### src/rtl/uart_pkg.sv
// Shared UART definitions: frame format, FSM state encoding and baud divisor.
// Both the transmitter and the receiver use the divisor helper.
package uart_pkg;

    localparam int DATA_BITS = 8;
    localparam int STOP_BITS = 1;

    localparam logic [1:0] ST_IDLE  = 2'd0;
    localparam logic [1:0] ST_START = 2'd1;
    localparam logic [1:0] ST_DATA  = 2'd2;
    localparam logic [1:0] ST_STOP  = 2'd3;

    function automatic int calc_bit_cycles(input int clock_frequency, input int baud_rate);
        return clock_frequency / baud_rate;
    endfunction

endpackage

### src/rtl/uart_tx_fifo.sv
// Small synchronous byte FIFO between the host handshake and the serialiser.
// Read data is presented combinationally from the head slot.
module uart_tx_fifo
    import uart_pkg::*;
#(
    parameter int DEPTH = 4,
    parameter int WIDTH = DATA_BITS
) (
    input  logic             clockIN,
    input  logic             nRxResetIN,
    input  logic             push_i,
    input  logic [WIDTH-1:0] data_i,
    input  logic             pop_i,
    output logic [WIDTH-1:0] data_o,
    output logic             full_o,
    output logic             empty_o
);

    localparam int PW = $clog2(DEPTH);
    localparam logic [PW:0] COUNT_FULL = (PW+1)'(DEPTH);

    logic [WIDTH-1:0] mem_q [DEPTH];
    logic [PW-1:0]    wr_ptr_q;
    logic [PW-1:0]    rd_ptr_q;
    logic [PW:0]      count_q;
    logic             push_ok_s;
    logic             pop_ok_s;

    assign full_o    = (count_q == COUNT_FULL);
    assign empty_o   = (count_q == {(PW+1){1'b0}});
    assign push_ok_s = push_i & ~full_o;
    assign pop_ok_s  = pop_i & ~empty_o;
    assign data_o    = mem_q[rd_ptr_q];

    // Storage, pointers and occupancy; pointers wrap since DEPTH is a power of two.
    always_ff @(posedge clockIN or negedge nRxResetIN) begin
        if (!nRxResetIN) begin
            for (int i = 0; i < DEPTH; i++) begin
                mem_q[i] <= {WIDTH{1'b0}};
            end
            wr_ptr_q <= {PW{1'b0}};
            rd_ptr_q <= {PW{1'b0}};
            count_q  <= {(PW+1){1'b0}};
        end else begin
            if (push_ok_s) begin
                mem_q[wr_ptr_q] <= data_i;
                wr_ptr_q        <= wr_ptr_q + PW'(1);
            end
            if (pop_ok_s) begin
                rd_ptr_q <= rd_ptr_q + PW'(1);
            end
            case ({push_ok_s, pop_ok_s})
                2'b10:   count_q <= count_q + (PW+1)'(1);
                2'b01:   count_q <= count_q - (PW+1)'(1);
                default: count_q <= count_q;
            endcase
        end
    end

endmodule

### src/rtl/uart_tx.sv
// 8N1 UART transmitter: byte FIFO feeding a start/data/stop serialiser.
// The line register is loaded from next-state so txOUT changes on the same edge as the FSM.
module uart_tx
    import uart_pkg::*;
#(
    parameter int CLOCK_FREQUENCY = 50_000_000,
    parameter int BAUD_RATE       = 9600,
    parameter int FIFO_DEPTH      = 4
) (
    input  logic       clockIN,
    input  logic       nRxResetIN,
    input  logic [7:0] txDataIN,
    input  logic       txValidIN,
    output logic       txReadyOUT,
    output logic       txOUT,
    output logic       txIdleOUT
);

    localparam int BIT_CYCLES = calc_bit_cycles(CLOCK_FREQUENCY, BAUD_RATE);
    localparam int CW         = (BIT_CYCLES < 2) ? 1 : $clog2(BIT_CYCLES);
    localparam logic [CW-1:0] BAUD_LAST = CW'(BIT_CYCLES - 1);
    localparam logic [2:0]    LAST_BIT  = 3'(DATA_BITS - 1);

    if (BIT_CYCLES < 2) begin : g_bad_baud
        $error("uart_tx: CLOCK_FREQUENCY / BAUD_RATE must be at least 2");
    end
    if (FIFO_DEPTH < 2 || (FIFO_DEPTH & (FIFO_DEPTH - 1)) != 0) begin : g_bad_depth
        $error("uart_tx: FIFO_DEPTH must be a power of two and at least 2");
    end
    if (STOP_BITS != 1 || DATA_BITS != 8) begin : g_bad_frame
        $error("uart_tx: only 8 data bits with one stop bit are supported");
    end

    logic [1:0]    state_q, state_d;
    logic [CW-1:0] baud_q, baud_d;
    logic [2:0]    bit_q, bit_d;
    logic [7:0]    shift_q, shift_d;
    logic          tx_q, tx_d;
    logic          bit_end_s;
    logic          fifo_push_s;
    logic          fifo_pop_s;
    logic [7:0]    fifo_data_s;
    logic          fifo_full_s;
    logic          fifo_empty_s;

    assign txReadyOUT  = ~fifo_full_s;
    assign fifo_push_s = txValidIN & ~fifo_full_s;
    assign txIdleOUT   = (state_q == ST_IDLE) & fifo_empty_s;
    assign txOUT       = tx_q;
    assign bit_end_s   = (baud_q == BAUD_LAST);

    uart_tx_fifo #(
        .DEPTH (FIFO_DEPTH),
        .WIDTH (8)
    ) u_fifo (
        .clockIN    (clockIN),
        .nRxResetIN (nRxResetIN),
        .push_i     (fifo_push_s),
        .data_i     (txDataIN),
        .pop_i      (fifo_pop_s),
        .data_o     (fifo_data_s),
        .full_o     (fifo_full_s),
        .empty_o    (fifo_empty_s)
    );

    // Frame sequencing: the stop bit chains straight into the next start bit when a byte waits.
    always_comb begin
        state_d    = state_q;
        baud_d     = baud_q;
        bit_d      = bit_q;
        shift_d    = shift_q;
        fifo_pop_s = 1'b0;
        case (state_q)
            ST_IDLE: begin
                baud_d = {CW{1'b0}};
                bit_d  = 3'd0;
                if (!fifo_empty_s) begin
                    fifo_pop_s = 1'b1;
                    shift_d    = fifo_data_s;
                    state_d    = ST_START;
                end else begin
                    state_d    = ST_IDLE;
                end
            end
            ST_START: begin
                if (bit_end_s) begin
                    baud_d  = {CW{1'b0}};
                    bit_d   = 3'd0;
                    state_d = ST_DATA;
                end else begin
                    baud_d  = baud_q + CW'(1);
                end
            end
            ST_DATA: begin
                if (bit_end_s) begin
                    baud_d  = {CW{1'b0}};
                    shift_d = {1'b0, shift_q[7:1]};
                    if (bit_q == LAST_BIT) begin
                        state_d = ST_STOP;
                    end else begin
                        bit_d   = bit_q + 3'd1;
                    end
                end else begin
                    baud_d  = baud_q + CW'(1);
                end
            end
            ST_STOP: begin
                if (bit_end_s) begin
                    baud_d = {CW{1'b0}};
                    if (!fifo_empty_s) begin
                        fifo_pop_s = 1'b1;
                        shift_d    = fifo_data_s;
                        state_d    = ST_START;
                    end else begin
                        state_d    = ST_IDLE;
                    end
                end else begin
                    baud_d = baud_q + CW'(1);
                end
            end
            default: begin
                baud_d  = {CW{1'b0}};
                bit_d   = 3'd0;
                state_d = ST_IDLE;
            end
        endcase
    end

    // Line level for the state being entered.
    always_comb begin
        case (state_d)
            ST_START: tx_d = 1'b0;
            ST_DATA:  tx_d = shift_d[0];
            default:  tx_d = 1'b1;
        endcase
    end

    // State registers; reset drives the line high immediately.
    always_ff @(posedge clockIN or negedge nRxResetIN) begin
        if (!nRxResetIN) begin
            state_q <= ST_IDLE;
            baud_q  <= {CW{1'b0}};
            bit_q   <= 3'd0;
            shift_q <= 8'h00;
            tx_q    <= 1'b1;
        end else begin
            state_q <= state_d;
            baud_q  <= baud_d;
            bit_q   <= bit_d;
            shift_q <= shift_d;
            tx_q    <= tx_d;
        end
    end

endmodule
### config.mk
export PLATFORM = sky130hd
export DESIGN_NAME = uart_tx
export DESIGN_NICKNAME = d
export VERILOG_FILES = /design/src/rtl/uart_pkg.sv /design/src/rtl/uart_tx_fifo.sv /design/src/rtl/uart_tx.sv
export SDC_FILE = /design/constraint.sdc
export NUM_CORES = 1
export LEC_CHECK = 0
export BUFFER_PORTS_ARGS = -buffer_cell sky130_fd_sc_hd__clkbuf_2
export CAP_MARGIN = 15
export CORE_ASPECT_RATIO = 0.8
export CORE_UTILIZATION = 35
export CTS_CLUSTER_DIAMETER = 30
export DETAILED_ROUTE_END_ITERATION = 10
export GPL_ROUTABILITY_DRIVEN = 0
export GPL_TIMING_DRIVEN = 0
export PLACE_DENSITY_LB_ADDON = 0.2
export SKIP_LAST_GASP = 1
export SYNTH_ARGS = -nofsm -noshare
export SYNTH_HDL_FRONTEND = slang
export SYNTH_SLANG_ARGS = --single-unit
### constraint.sdc
create_clock -name clockIN -period 4.1 [get_ports clockIN]
set_input_delay 0.205 -clock clockIN [delete_from_list [all_inputs] [get_ports clockIN]]
set_output_delay 0.205 -clock clockIN [all_outputs]
set_load 0.02 [all_outputs]
* After elaboration in Yosys (flattened, before gate mapping)
Index checks and enable logic that the tools add are counted.
** Storage, ports and cells
- Bits in registers :: 66
- Input port bits :: 11
- Logic and storage cells :: 80
** Cells by class
- Add/subtract/negate cells :: 6
- Magnitude comparators :: 3
- Equality and inequality tests :: 14
- Mux-type cells :: 27
- Bitwise logic cells :: 8
- Reductions and logical operators :: 9
** Operator list (number)
- 2-to-1 mux 8 bit :: 6
- bitwise mux 32 bit :: 1
- one-hot mux 13 bit (2 select lines) :: 1
- one-hot mux 8 bit (3 select lines) :: 1
- binary-select mux 8 bit (select 2 bit) :: 1
- demux 8 bit (select 2 bit) :: 1
- adder 13 x 1 -> 13 bit, second input constant :: 1
- equality test 13 bit, second input constant :: 1
- 2-to-1 mux 13 bit :: 1
- 2-to-1 mux 3 bit :: 3
- one-hot mux 3 bit (3 select lines) :: 1
- equality test 2 bit, second input constant :: 4
- 2-to-1 mux 2 bit :: 4
- inequality test 2 bit, second input constant :: 4
- one-hot mux 2 bit (4 select lines) :: 1
- adder 3 x 1 -> 3 bit, second input constant :: 2
- equality test 2 x 1 -> 1 bit, second input constant :: 3
- equality test 3 bit, second input constant :: 2
- greater-or-equal comparator 3 bit, second input constant :: 2
- NOT 2 -> 3 bit :: 2
- one-hot mux 3 bit (2 select lines) :: 1
- nonzero test 3 bit :: 2
- adder 2 x 1 -> 2 bit, second input constant :: 2
- AND 1 bit :: 4
- other kinds (12) :: 16

* Longest topological paths before layout
Gate-level depths: netlist (run 1).
- Depth after elaboration :: 8
- Mapped depth :: 11
- Depth with buffers taken out :: 11

* Cells and area by module
Synthesis (run 1) repeated with hierarchy kept, for this count alone.
** Second synthesis, totals
- Cell total of the unflattened synthesis :: 277
- Area, all modules :: 3439.5 µm²
** By module, submodules not included
- uart_tx_fifo :: instances 1, cells each 114, area each 1784.2 µm², sequential area each 975.9 µm²
- uart_tx :: instances 1, cells each 163, area each 1655.3 µm², sequential area each 676.9 µm²

* Worst setup path after synthesis (run 1)
No wires, ideal clock.
- Kind :: register -> register
- Start :: register baud_q[5]
- End :: register u_fifo.count_q[2]
- Arrival time :: 2.520 ns
- Required time :: 4.021 ns
- Setup slack :: 1.500 ns
- Cell stages (with the launch flop) :: 10
- Path buffers :: 0
- Clock period less this slack :: 2.600 ns
- Path through :: dfrtp_1 -> or3_4 -> o41a_1 -> nor3_4 -> ha_1 -> inv_1 -> fa_1 -> xor2_1 -> nor2_1 -> xor2_1
** On the way
- Cells in the longest elaborated chain, start to end :: 6
** Ends and longest elaborated chain
- from (decl) :: line uart_tx.sv:35 : logic [CW-1:0] baud_q, baud_d;
- from (signal assigned) :: line uart_tx.sv:142 : baud_q <= {CW{1'b0}};
- from (signal assigned) :: line uart_tx.sv:148 : baud_q <= baud_d;
- equality test 13 bit * :: line uart_tx.sv:50 : assign bit_end_s = (baud_q == BAUD_LAST);
- 2-to-1 mux 1 bit * :: line uart_tx.sv:108 : if (bit_end_s) begin
- one-hot mux 1 bit (2 select lines) * :: line uart_tx.sv:73 : case (state_q)
- AND 1 bit * :: line uart_tx_fifo.sv:32 : assign pop_ok_s = pop_i & ~empty_o;
- net u_fifo.pop_ok_s :: line uart_tx_fifo.sv:27 : logic pop_ok_s;
- equality test 2 x 1 -> 1 bit / equality test 2 bit (equally long branches) :: line uart_tx_fifo.sv:52 : case ({push_ok_s, pop_ok_s})
- one-hot mux 3 bit (2 select lines) / nonzero test 2 bit (equally long branches)
- to (signal assigned) :: line uart_tx_fifo.sv:53 : 2'b10: count_q <= count_q + (PW+1)'(1);
- to (signal assigned) :: line uart_tx_fifo.sv:54 : 2'b01: count_q <= count_q - (PW+1)'(1);
- to (signal assigned) :: line uart_tx_fifo.sv:55 : default: count_q <= count_q;
- to (decl) :: line uart_tx_fifo.sv:25 : logic [PW:0] count_q;
Mark *: on every way through the listed nets, which the timed path passes. The rest lies on a longest branch.
A chain may end at the register's enable or synchronous reset.

* Worst setup path after layout (run 1)
- Start :: register baud_q[0]
- End :: register u_fifo.count_q[2]
Same word-level chain as after synthesis.

==> impl_metrics.yaml, run 1 <==
die:
  die_x_um: 113
  die_h_um: 90.5
  core_sq_um: 9270
  dieArea_sq_um: 10200
  start_util: 0.370
  rows: 31
  boundaryPins: 14
global_route:
  antenna_found_initial: 0
  overflow: 0
  grt_pass1_wl_um: 11500
  grt_pass1_vias: 2241
  grt_max_degree: 48
  track_usage: 0.148
synth:
  postSynthCellCount: 282
  synth_edf_count: 0
  synthDistinctLibCells: 48
  synth_top_cells_by_count: "65 x dfrtp_1, 39 x mux2_2, 22 x nor2_1"
  avgSynthCellArea_sq_um: 12.1
  syn-num-nets: 309
  yosys.cell_count.top_type: "dfrtp_1"
  ys_seq_area_frac: 0.482
  async_reset_ff_frac: 1.00
  synth-main-ff-cell: "dfrtp_1"
  synth_area_sq_um: 3430
  synth-seq-cells: 66
  ys_warn_count: 0
  synthTopCellsByArea: "dfrtp_1 47%, mux2_2 13%, ha_1 5.5%, mux4_2 5.3%, nor2_1 2.4%"
  yosys.area.top_type: "dfrtp_1"
  synth_top_area_share: 0.475
setup_path:
  r2r_cells: 10
  reg2reg_from: "baud_q[0]$_DFF_PN0_"
  end_kind: "flop"
  arrival_ns: 3.15
  critPathLaunch: "baud_q[0]$_DFF_PN0_"
  path_max_fanout: 5
  startpoint_type: "flop"
  path_class: "reg -> reg"
  required_ns: 4.35
layout:
  fill_cells: 856
  nNetsFinal: 335
  multi_input_area_sq_um: 1670
  fin_cells: 428
  area_delta_synth_final_pct: 16.4
  seq_area_sq_um: 1650
  antenna_cells: 0
  drive_gt1_frac: 0.272
detailed_routing:
  drtAntennaViolNets: 0
  drtPass1Iterations: 4
  wl_per_cell_um: 15.7
  route.detailed.drc: 0
  wirelength_um: 6720
  drt_iter0_markers: 123
  num_vias: 2226
  viasPerCell: 5.20
power_and_ir_drop:
  p_switching_mw: 0.580
  pwr-share-comb: 0.230
  pwr-share-clk: 0.354
  p_sw_frac: 0.256
  p_int_mw: 1.69
  power.leakage_nw: 1.77
  p_seq_frac: 0.416
  power.density_nw_per_um2: 568
  peakVddDrop_uv: 247
clock_tree:
  clockBufferDepth: 2
  cts-hold-fix-buffers: 1
  cts_setup_buffers: 0
  cts-htree-levels: 3
  cts_buffers: 9
  clk_pin_slew_worst_paths_ns: 0.05
  cts_tree: "yes"
  clock-sinks: 66
  clock-root-buffer: "clkbuf_16"
  insertion_delay_ns: 0.33
  cts_resized: 0
timing:
  hold_violations: 0
  worst_pin_slew_ns: 0.616
  hold_ws_ns: 0.157
  fmax_mhz: 345
  drv_slew: 0
  finalCriticalPeriod_ns: 2.90
  finClkSkew_ns: 0.00873
  tns_ns: 0
  setup_viol: 0
  rsz0062_at_grt: "false"
  min_period_over_period: 0.708
  timing.slew.headroom: 0.589
  fin_ws_ns: 1.20
job:
  max_cap_violations: 0
run_status:
  outcome: "completed"
placed_design:
  numPortBuffers: 13
  post-place-cells: 411
  pre_cts_ws_ns: 1.22
  hpwl_um: 4620
min_path:
  hold_path_depth: 2
  hp-class: "in -> reg"
  min-delay-start: "txDataIN[2]"
cells in the final DEF (no fill, tap or decap), types with 2 or more instances in the layout:
master	synthesis	layout
o21ai_1	3	3
o21a_1	6	6
nand2_1	10	10
a21oi_1	3	3
mux2_2	39	39
buf_2	2	2
nor3_1	5	5
clkbuf_16	0	9
dfrtp_1	65	65
xor2_1	8	8
nand3b_1	2	2
xnor2_1	9	9
bufinv_16	0	2
and3b_1	2	2
clkinv_2	0	2
nand3_1	11	11
a32oi_1	8	8
nor2_1	22	22
mux4_2	8	8
a31oi_1	2	2
clkbuf_2	1	13
nor4_1	2	2
ha_1	15	15
inv_1	16	16
o21ai_0	6	6
nand4_1	2	2
and3_1	2	2
clkbuf_1	6	8
mux2i_1	4	4
and2_1	2	2
metrics by stage:
step	total power [mW]	instance area (sq um)	util
5_1_grt	2.40	3990	0.430
3_3_place_gp	1.45	3630	0.392
6_report	2.27	3990	0.430
4_1_cts	2.30	3990	0.430
3_5_place_dp	1.48	3660	0.395
2_1_floorplan	1.34	3430	-
sequential cells by signal (all words and copies together) (netlist names):
name             flops
u_fifo.mem_q        32
baud_q              13
shift_q              8
bit_q                3
u_fifo.count_q       3
state_q              2
u_fifo.rd_ptr_q      2
u_fifo.wr_ptr_q      2
txOUT                1
power by group through the flow:
stage / Clock, mW / Combinational [mW] / Sequential (mW)
CTS: 0.825 / 0.529 / 0.942
detailed placement: 0 / 0.525 / 0.954
finish: 0.802 / 0.521 / 0.942
global placement: 0 / 0.509 / 0.942
floorplan: 0 / 0.424 / 0.916
global route: 0.851 / 0.579 / 0.967
cells by family after synthesis:
| kind of cell | share of synthesized area |
|---|---|
| adder cells (fa/ha/maj) | 0.0606 |
| XOR/XNOR | 0.0435 |
| AND/OR/NAND/NOR | 0.109 |
| flip-flops | 0.482 |
| AO/OA/AOI/OAI | 0.0811 |
| multiplexers | 0.192 |
| buffers and inverters | 0.0307 |
worst max-delay path, stage by stage (launching register included):
cell     delay (ns)
dfrtp_1        0.38
ha_1           0.28
nand3_1        0.22
o41a_1         0.54
nor3_4         0.26
ha_1           0.23
inv_1          0.07
fa_1           0.43
xor2_1         0.15
nor2_1         0.11
xor2_1         0.15
area by class of cell:
cell class | count | area share
Multi-Input combinational cell | 190 | 0.418
Sequential cell | 66 | 0.415
Clock buffer | 11 | 0.0584
Tap cell | 115 | 0.0361
Timing Repair Buffer | 15 | 0.0264
Clock inverter | 5 | 0.0198
Inverter | 16 | 0.0151
Buffer | 10 | 0.0113
final timing paths:
kind / end / slack, ns
min: u_fifo.mem_q[26]$_DFFE_PN0P_ / 0.16
max in group asynchronous: u_fifo.mem_q[28]$_DFFE_PN0P_ / 3.24
min reg2reg: baud_q[0]$_DFF_PN0_ / 0.48
max reg2reg: u_fifo.count_q[2]$_DFFE_PN0P_ / 1.20
max: u_fifo.count_q[2]$_DFFE_PN0P_ / 1.20
min in group asynchronous: u_fifo.wr_ptr_q[0]$_DFFE_PN0P_ / 0.34
per-layer routing:
metal	vias to the layer above	part of all wire	GRT usage
met5	-	0	0
met4	0	0.013	0.0600
met3	7	0.025	0.0369
met2	25	0.43	0.209
met1	1122	0.53	0.216
li1	1072	-	-
Note: power is estimated with default switching activity, not from simulation.
==> run 2: changes to the inputs <==
clock period = 2.4 ns   (was 4.1 ns; I/O delays follow)
==> run 2 against run 1 <==
Against the previous run: the run now ends with setup timing left; count of clock-buffer cells in the layout decreased by 1; core utilization increased by 2.4 points; via count increased by 3.1%; wire length increased by 4.5%; critical path depth decreased by 1; combinational power increased by 73%; maximum frequency increased by 16%; sequential cell count unchanged; design area increased by 5.6%; worst setup slack got worse by 1.3 ns; global-route usage increased by 0.61 points; critical endpoint unchanged; largest cell class unchanged.
==> impl_metrics.yaml, run 2 (synthesis results as in run 1) <==
run_status:
  outcome: "finished, violations left"
  violations: "setup timing"
die:
  boundaryPins: 14
  rows: 31
  core_sq_um: 9270
  die_h_um: 90.5
  die_x_um: 113
  start_util: 0.370
  dieArea_sq_um: 10200
power_and_ir_drop:
  power.leakage_nw: 1.87
  power.density_nw_per_um2: 962
  peakVddDrop_uv: 517
clock_tree:
  clock-root-buffer: "clkbuf_16"
  cts_buffers: 9
  clockBufferDepth: 2
  insertion_delay_ns: 0.33
  cts_tree: "yes"
  cts-htree-levels: 3
  clock-sinks: 66
  clk_pin_slew_worst_paths_ns: 0.06
detailed_routing:
  num_vias: 2295
  drtAntennaViolNets: 0
  route.detailed.drc: 0
  wl_per_cell_um: 15.8
  wirelength_um: 7030
  viasPerCell: 5.15
  drt_iter0_markers: 131
  drtPass1Iterations: 4
layout:
  antenna_cells: 0
  largest_register_ffs: 32
  nNetsFinal: 353
  final_common_cell: "dfrtp_1"
  multi_input_area_sq_um: 1710
  fill_cells: 854
  seq_area_sq_um: 1660
  drive_gt1_frac: 0.350
  top_register: "u_fifo.mem_q"
  area_delta_synth_final_pct: 22.9
  final_cell_mix: "62 x dfrtp_1, 39 x mux2_2, 22 x nor2_1"
  top_regs: "u_fifo.mem_q (32), baud_q (13), shift_q (8)"
placed_design:
  hpwl_um: 4690
  numPortBuffers: 13
  pre_cts_ws_ns: -0.389
setup_path:
  reg2reg_from: "baud_q[8]$_DFF_PN0_"
  r2r_cells: 9
  crit_chain: "or3_4 -> o41a_1 -> nor3_4 -> ha_2 -> inv_2 -> fa_2 -> xor2_1 -> nor2_1 -> xor2_1"
  end_kind: "flop"
  cpPeakStageDelay_ns: 0.44
  crit_top_cell: "xor2_1"
  rrSetupSlack_ns: -0.11
  required_ns: 2.65
  reg2reg_to: "u_fifo.count_q[2]$_DFFE_PN0P_"
  slowest_stage: "o41a_1"
  arrival_ns: 2.76
  path_class: "reg -> reg"
  startpoint_type: "flop"
  path_max_fanout: 2
min_path:
  worstHoldEndpoint: "u_fifo.mem_q[22]$_DFFE_PN0P_"
  hold_path_depth: 2
  hp-class: "in -> reg"
  min-delay-start: "txDataIN[6]"
timing:
  fin_ws_ns: -0.111
  tns_ns: -0.119
  fmax_mhz: 398
  min_period_over_period: 1.05
  finClkSkew_ns: 0.00735
  drv_slew: 0
  rsz0062_at_grt: "true"
  setup_viol: 2
  finalCriticalPeriod_ns: 2.51
  timing.slew.headroom: 0.575
  hold_violations: 0
  worst_pin_slew_ns: 0.638
global_route:
  grt_pass1_vias: 2344
  grt_pass1_wl_um: 12100
  grt_max_degree: 44
  track_usage: 0.154
  antenna_found_initial: 0
  overflow: 0
job:
  max_cap_violations: 0
-- run 2: changes by cell type in the layout (fill, tap and decap cells not counted), moves of 2 or more --
cell | previous run | this run
buf_4 | 1 | 19
dfrtp_2 | 0 | 3
clkbuf_1 | 8 | 6
ha_2 | 0 | 2
dfrtp_1 | 65 | 62
ha_1 | 15 | 12
-- run 2: worst max-delay path, delay by kind of cell (launching register included) --
kind	cells	cell delay, ns
AND/OR/NAND/NOR	3	0.74
XOR/XNOR	2	0.28
buffers and inverters	1	0.04
flip-flops	1	0.39
adder cells (fa/ha/maj)	2	0.54
AO/OA/AOI/OAI	1	0.44
-- run 2: area by class of cell --
cell class / instances / share of cell area
Multi-Input combinational cell: 190 / 0.407
Sequential cell: 66 / 0.393
Timing Repair Buffer: 33 / 0.0571
Clock buffer: 10 / 0.0568
Tap cell: 115 / 0.0342
Clock inverter: 6 / 0.0267
Inverter: 16 / 0.0143
Buffer: 10 / 0.0107
-- run 2: worst max path at each step --
stage	startpoint	endpoint	slack (ns)
after detailed placement	state_q[0]$_DFF_PN0_	u_fifo.count_q[2]$_DFFE_PN0P_	-0.39
after floorplan	state_q[0]$_DFF_PN0_	u_fifo.count_q[2]$_DFFE_PN0P_	-0.11
after global placement	state_q[0]$_DFF_PN0_	u_fifo.count_q[2]$_DFFE_PN0P_	-0.40
final	baud_q[8]$_DFF_PN0_	u_fifo.count_q[2]$_DFFE_PN0P_	-0.11
after global routing	baud_q[0]$_DFF_PN0_	u_fifo.count_q[2]$_DFFE_PN0P_	-0.25
after CTS	baud_q[8]$_DFF_PN0_	u_fifo.count_q[2]$_DFFE_PN0P_	-0.16
-- run 2: layer usage --
layer / track usage / wire length, um
met1: 0.222 / 3650
met2: 0.224 / 3100
met3: 0.0383 / 181
met4: 0.0567 / 90
met5: 0 / 0
-- run 2: through the flow --
| step | hold WS (ns) | power [mW] | cell area, sq um | std cells | utilization |
|---|---|---|---|---|---|
| after global placement | 0.406 | 2.49 | 3640 | 410 | 0.393 |
| after global routing | 0.0712 | 4.27 | 4210 | 446 | 0.454 |
| final | 0.0661 | 4.05 | 4210 | 446 | 0.454 |
| after detailed placement | 0.0905 | 2.54 | 3670 | 411 | 0.396 |
| after floorplan | -0.176 | 2.30 | 3430 | 282 | - |
| after CTS | 0.0654 | 4.10 | 4120 | 435 | 0.444 |
-- run 2: what timing repair did --
action | CTS | global route
pin swaps | 5 | 5
buffers inserted | 7 | 11
hold buffers | 1 | 0
gates resized for setup | 4 | 4
hold endpoints to repair | 23 | 0
setup endpoints to repair | 2 | 6
-- run 2: report_power, final --
part	switching (mW)	total, mW	internal, mW	leakage [nW]
sequential	0.167	1.61	1.44	0.816
clock	0.500	1.55	1.05	0.173
combinational	0.364	0.899	0.535	0.878
total	1.03	4.05	3.02	1.87
